<file path="src/rtl/rf_writeback.sv">
// Write-side front end of the register file: arbitrates ALU and buffered load results onto the
// single write port and tracks which registers still have a write in flight.
module rf_writeback #(
  parameter int unsigned DATA_W    = 28,
  parameter int unsigned ADDR_W    = 4,
  parameter int unsigned MEM_DEPTH = 4,
  localparam int unsigned NumRegs  = 2 ** ADDR_W,
  localparam int unsigned PtrW     = $clog2(MEM_DEPTH),
  localparam int unsigned LevelW   = PtrW + 1
) (
  input  logic              clk_i,
  input  logic              rst_ni,
  input  logic              alu_valid_i,
  output logic              alu_ready_o,
  input  logic [ADDR_W-1:0] alu_dest_i,
  input  logic [DATA_W-1:0] alu_data_i,
  input  logic              mem_valid_i,
  output logic              mem_ready_o,
  input  logic [ADDR_W-1:0] mem_dest_i,
  input  logic [DATA_W-1:0] mem_data_i,
  input  logic              iss_valid_i,
  input  logic [ADDR_W-1:0] iss_dest_i,
  output logic [NumRegs-1:0] busy_o,
  output logic [LevelW-1:0] mem_level_o,
  output logic              rf_wen_o,
  output logic [ADDR_W-1:0] rf_dest_sel_o,
  output logic [DATA_W-1:0] rf_data_in_o
);

  logic [ADDR_W-1:0]  fifo_dest_q [MEM_DEPTH];
  logic [DATA_W-1:0]  fifo_data_q [MEM_DEPTH];
  logic [PtrW-1:0]    wr_ptr_q, wr_ptr_d, rd_ptr_q, rd_ptr_d;
  logic [LevelW-1:0]  level_q, level_d;
  logic               prefer_mem_q, prefer_mem_d;
  logic [NumRegs-1:0] busy_q, busy_d;
  logic               rf_wen_q, rf_wen_d;
  logic [ADDR_W-1:0]  rf_dest_q, rf_dest_d;
  logic [DATA_W-1:0]  rf_data_q, rf_data_d;

  logic push, grant_alu, grant_mem, mem_cand;
  logic [ADDR_W-1:0] win_dest;
  logic [DATA_W-1:0] win_data;

  assign mem_ready_o = rst_ni & (level_q != LevelW'(MEM_DEPTH));
  assign push        = mem_valid_i & mem_ready_o;
  assign mem_cand    = (level_q != '0);

  // Round-robin: on contention the source not granted last wins.
  assign grant_alu   = alu_valid_i & (~mem_cand | ~prefer_mem_q);
  assign grant_mem   = mem_cand & (~alu_valid_i | prefer_mem_q);
  assign alu_ready_o = rst_ni & grant_alu;

  assign win_dest = grant_alu ? alu_dest_i : fifo_dest_q[rd_ptr_q];
  assign win_data = grant_alu ? alu_data_i : fifo_data_q[rd_ptr_q];

  always_comb begin
    wr_ptr_d     = wr_ptr_q;
    rd_ptr_d     = rd_ptr_q;
    level_d      = level_q;
    prefer_mem_d = prefer_mem_q;
    rf_wen_d     = 1'b0;
    rf_dest_d    = rf_dest_q;
    rf_data_d    = rf_data_q;
    if (push) wr_ptr_d = wr_ptr_q + PtrW'(1);
    if (grant_mem) rd_ptr_d = rd_ptr_q + PtrW'(1);
    level_d = level_q + LevelW'(push) - LevelW'(grant_mem);
    if (grant_alu) begin
      prefer_mem_d = 1'b1;
    end else if (grant_mem) begin
      prefer_mem_d = 1'b0;
    end
    if (grant_alu | grant_mem) begin
      rf_wen_d  = (win_dest != '0);
      rf_dest_d = win_dest;
      rf_data_d = win_data;
    end
  end

  // Clear on the edge after the write lands; a new reservation of the same register wins.
  always_comb begin
    busy_d = busy_q;
    if (rf_wen_q) busy_d[rf_dest_q] = 1'b0;
    if (iss_valid_i && (iss_dest_i != '0)) busy_d[iss_dest_i] = 1'b1;
    busy_d[0] = 1'b0;
  end

  always_ff @(posedge clk_i or negedge rst_ni) begin
    if (!rst_ni) begin
      wr_ptr_q     <= '0;
      rd_ptr_q     <= '0;
      level_q      <= '0;
      prefer_mem_q <= 1'b0;
      busy_q       <= '0;
      rf_wen_q     <= 1'b0;
      rf_dest_q    <= '0;
      rf_data_q    <= '0;
    end else begin
      wr_ptr_q     <= wr_ptr_d;
      rd_ptr_q     <= rd_ptr_d;
      level_q      <= level_d;
      prefer_mem_q <= prefer_mem_d;
      busy_q       <= busy_d;
      rf_wen_q     <= rf_wen_d;
      rf_dest_q    <= rf_dest_d;
      rf_data_q    <= rf_data_d;
    end
  end

  always_ff @(posedge clk_i) begin
    if (push) begin
      fifo_dest_q[wr_ptr_q] <= mem_dest_i;
      fifo_data_q[wr_ptr_q] <= mem_data_i;
    end
  end

  assign busy_o        = busy_q;
  assign mem_level_o   = level_q;
  assign rf_wen_o      = rf_wen_q;
  assign rf_dest_sel_o = rf_dest_q;
  assign rf_data_in_o  = rf_data_q;

endmodule

</file>
<file path="config.mk">
export PLATFORM = sky130hd
export DESIGN_NAME = rf_writeback
export DESIGN_NICKNAME = d
export VERILOG_FILES = /design/src/rtl/rf_writeback.sv
export SDC_FILE = /design/constraint.sdc
export NUM_CORES = 1
export LEC_CHECK = 0
export CAP_MARGIN = 20
export CORE_MARGIN = 5
export CORE_UTILIZATION = 35
export DETAILED_ROUTE_END_ITERATION = 8
export PLACE_DENSITY_LB_ADDON = 0.1
export REMOVE_ABC_BUFFERS = 1
export SYNTH_ARGS = -nofsm -noshare
export SYNTH_HDL_FRONTEND = slang
export SYNTH_SLANG_ARGS = --single-unit
export TNS_END_PERCENT = 30
</file>
<file path="constraint.sdc">
create_clock -name clk_i -period 4.69 [get_ports clk_i]
set_clock_uncertainty 0.2 [all_clocks]
set_input_delay 0.938 -clock clk_i [delete_from_list [all_inputs] [get_ports clk_i]]
set_output_delay 0.938 -clock clk_i [all_outputs]
set_load 0.005 [all_outputs]
</file>
# Word level (Yosys, flattened, before mapping)
# Memory sizes are Yosys's and may differ from the RTL's.
# Cells that the tools add are included.
# word_totals
reg_bits,56
latch_bits,0
mem_bits_rw,128
rom_bits,0
inputBits,73
output_inout_bits,54
word_cells,53
n_memories,2
# memory_table
name,depth,width,read_ports,rd_ports_with_merged_regs,write_ports,line_no,rtl
fifo_data_q,4,28,1,0,1,31,logic [DATA_W-1:0] fifo_data_q [MEM_DEPTH];
fifo_dest_q,4,4,1,0,1,30,logic [ADDR_W-1:0] fifo_dest_q [MEM_DEPTH];
# classes
add_sub_neg,4
mul,0
div,0
n_lt_le_gt_ge,4
eq_ne,1
shifts,0
mux,13
n_bitwise,14
reduce_logical,7
# ops
cell,n
16-bit two-way mux,2
28-bit two-way mux,1
16-bit bitwise AND,1
16-bit NOT,1
16-bit bitwise OR,1
"4-bit by 5-bit less-than comparator with 1-bit output, second input constant",2
1-bit demux with 4-bit select,2
"4-bit by 1-bit greater-or-equal comparator with 1-bit output, second input constant",2
4-bit nonzero test,2
1-bit two-way mux,7
1-bit bitwise AND,5
"2-bit by 1-bit adder with 2-bit output, second input constant",2
4-bit two-way mux,1
3-bit by 1-bit adder with 3-bit output,1
1-bit logical AND,3
"3-bit inequality test, second input constant",1
1-bit NOT,3
1-bit bitwise OR,3
3-bit nonzero test,1
3-bit by 1-bit subtractor with 3-bit output,1
2-bit nonzero test,1

# Depth between registers and ports, before layout
# logic_depth
ltp_word,9
ltp_mapped,11
mapped_depth_nobuf,11

# Worst setup path before layout
# No wires, ideal clock.
# synth_path
path_type,input to register
start,input rst_ni
end,register level_q[2] (netlist: mem_level_o[2])
setup_time_ns,0.128
arrival_time_ns,2.612
required_ns,4.362
setup_slack_ns,1.750
path_stages,11
path_buffers,0
cell_sequence,inv_1 -> a21oi_1 -> and2_1 -> inv_1 -> ha_1 -> inv_1 -> ha_1 -> inv_1 -> fa_1 -> xnor2_1 -> xnor2_1
# synth_between
elab_chain_len,4
# synth_rtl
item,line_no,rtl
start: declaration,12,"input logic rst_ni,"
1-bit bitwise AND,44,assign mem_ready_o = rst_ni & (level_q != LevelW'(MEM_DEPTH));
net mem_ready_o,18,"output logic mem_ready_o,"
1-bit bitwise AND,45,assign push = mem_valid_i & mem_ready_o;
3-bit by 1-bit adder with 3-bit output,66,level_d = level_q + LevelW'(push) - LevelW'(grant_mem);
3-bit by 1-bit subtractor with 3-bit output,66,
net level_d[2],33,"logic [LevelW-1:0] level_q, level_d;"
end signal: assignment,100,level_q <= level_d;
end: declaration,33,
# The timed path passes the listed nets, and every way through them passes these cells.
# A chain may end at the register's enable or synchronous reset.

# Worst setup path in the final report
# layout_path
start,input alu_valid_i
end,output alu_ready_o
# layout_between
elab_chain_len,2
# layout_rtl
item,line_no,rtl
start: declaration,13,"input logic alu_valid_i,"
1-bit bitwise AND,49,assign grant_alu = alu_valid_i & (~mem_cand | ~prefer_mem_q);
1-bit bitwise AND,51,assign alu_ready_o = rst_ni & grant_alu;
end: declaration,14,"output logic alu_ready_o,"
# No other way between the ends.

==> reports/qor.yml <==
route.vias.total: 4058
post_cts_resized: 0
slew_viol_final: 0
synth_top_area_cell: "edfxtp_1"
gp_congestion: 0.807
rrSetupSlack_ns: 1.95
setup_slack_ns: 1.36
firstDrtPassIters: 4
htree_num_levels: 4
maxSlewHeadroom: 0.358
grt_max_degree: 58
grtUsageMet1: 0.176
cp_max_fo: 4
grtUsageMet2: 0.215
synthArstFlopShare: 0.304
grt_first_pass_wirelength_mm: 24.2
synthCells: 423
worst_pin_slew_ns: 0.963
start_kind: "input port"
met3_usage: 0.0456
synthAdderAreaFrac: 0.0130
ir_worst_vdd_v: 0.000270
critPathCaptureType: "output pin"
finalInstanceArea_sq_um: 9410
die_area_sq_um: 23900
synth_top_family_by_area: "multiplexers"
worstHoldPathCells: 2
max_freq_mhz: 300
cts.clk_slew.worst_paths_ns: 0.07
final_common_cell: "edfxtp_1"
r2r_cells: 11
grt_usage: 0.134
pre_cts_ws_ns: 1.33
grt_pass1_vias: 4265
combPwrFrac: 0.292
clk-insertion-delay-late_ns: 0.42
synthDominantCellAreaShare: 0.525
io_buffers: 125
hold_viol: 0
cts_root_buf: "clkbuf_16"
drc: 0
path_class: "input port to output pin"
p_int_mw: 3.86
synth_mux_area_frac: 0.149
yosys.area_share.simple: 0.0436
row_count: 53
cts_buffers: 17
fin_crit_sh: 0.711
ys.flop_type: "edfxtp_1"
critical_path_required_ns: 3.55
r2r-end: "mem_level_o[2]"
antenna_found_initial: 3
hp-class: "flip-flop to flip-flop"
io_pins: 127
cts_hold_buf: 0
cts_tree: "done"
die_w_microns: 155
synth-edff-count: 128
ys_warn_count: 0
drv_cap: 0
synthTopCellsByArea: "edfxtp_1 (52%), dfrtp_1 (19%), mux4_2 (6.5%)"
ys_types: 35
grt_setup_unrepaired: "no"
nets: 632
diodes: 0
power_frac_seq: 0.447
syn_area_per_cell_sq_um: 17.3
area_growth_pct: 28.4
post-route-min-period_ns: 3.33
viasPerCell: 4.83
synth-xor-area-share: 0.00598
power_switching_mw: 1.53
initial_core_util: 0.352
drtIter0Drc: 215
die_y_microns: 155
worstHoldStart: "rf_data_in_o[8]"
layout_common_cells: "edfxtp_1 (128), clkdlybuf4s50_1 (124), o21ai_0 (58), dfrtp_1 (54), nand2_1 (33)"
syn_area_sq_um: 7320
outcome: "complete, no violations"
rr_startpoint: "mem_level_o[1]"
clock-sinks: 184
post_cts.repair.setup_buffers: 0
hold_end: "rf_data_in_o[8]"
swShare: 0.284
power_frac_clock: 0.261
yosysSeqAreaShare: 0.716
clk_path_buf_depth: 2
drt_wl_total_mm: 15.7
ys_ff_latch: 184
whs_ns: 0.277
antenna_left: 0
p_leak_nw: 3.40
place_area_sq_um: 8820
place_hpwl_mm: 9.76
p_per_area_nw_per_um2: 574
drive_above_1_share: 0.119
core_sq_um: 20800
grt_busiest_layer: "met2"
setup_viol: 0
wl_per_cell_microns: 18.7
synth_compound_area_frac: 0.0475
critPathArrivalTime_ns: 2.20
overflow: 0
flip-flops by register name, indices dropped and copies added, names as in the netlist:
signal and flops:
rd_ptr_q 2, rf_wen_o 1, fifo_data_q 112, wr_ptr_q 2, busy_o 15, mem_level_o 3
rf_dest_sel_o 4, fifo_dest_q 16, prefer_mem_q 1, rf_data_in_o 28
power groups by stage:
stage | Sequential, mW | Clock, mW | Combinational [mW]
final | 2.41 | 1.41 | 1.58
after global routing | 2.47 | 1.53 | 1.74
after CTS | 2.42 | 1.45 | 1.62
after detailed placement | 2.45 | 0 | 1.62
after global placement | 2.44 | 0 | 1.60
after floorplan | 2.43 | 0 | 0.760
critical path, cell delays in order:
cell and delay (ns):
clkdlybuf4s50_1 0.57, o21ai_4 0.08, nor2_1 0.10, clkdlybuf4s50_1 0.51
worst max-delay path by stage:
stage / from / endpoint / cells past startpoint / slack [ns]
6_report: alu_valid_i / alu_ready_o / 4 / 1.36
5_1_grt: alu_valid_i / alu_ready_o / 4 / 1.29
4_1_cts: alu_valid_i / alu_ready_o / 4 / 1.33
3_5_place_dp: alu_valid_i / mem_level_o[2] / 10 / 1.33
3_3_place_gp: alu_valid_i / alu_ready_o / 4 / 1.34
2_1_floorplan: alu_valid_i / rf_data_in_o[0] / 2 / -0.67
per-layer routing:
layer | routed length (microns) | part of all wire
met5 | 33 | 0.0021
met4 | 197 | 0.013
met3 | 986 | 0.063
met2 | 7560 | 0.48
met1 | 6890 | 0.44
Yosys cell counts, types with 2 or more instances:
cell type,count
edfxtp_1,128
o21ai_0,58
dfrtp_1,56
nand2_1,33
mux2i_1,32
mux4_2,21
mux4_1,11
inv_1,10
nor2_1,8
buf_6,7
nand2b_1,7
buf_2,6
ha_1,6
a21oi_1,5
nand3_1,5
and3_1,4
xnor2_1,4
clkbuf_1,3
buf_4,2
nand3b_1,2
final cells by class:
cell class	count	area (sq um)
Inverter	10	37.5
Clock buffer	22	464
Multi-Input combinational cell	210	1910
Tap cell	275	344
Timing Repair Buffer	129	1280
Sequential cell	184	5250
Fill cell	1868	11400
Clock inverter	10	121
metrics by stage:
stage	TNS, ns	power [mW]	std cells	util
2_1_floorplan	-19.07	3.19	404	-
3_3_place_gp	0	4.04	808	0.424
3_5_place_dp	0	4.07	808	0.424
4_1_cts	0	5.50	840	0.452
5_1_grt	0	5.73	840	0.452
6_report	0	5.40	840	0.452
cells by family (layout without fill, tap and decap cells):
kind of cell	Yosys count	in the layout
AOI/OAI and AO/OA	66	66
xor gates and xnor gates	5	5
muxes	65	65
DFF	184	184
buffers and inverters	29	171
adders and majority gates	7	7
other	1	1
and+or+nand+nor	66	66
(Power assumes the default switching activity.)
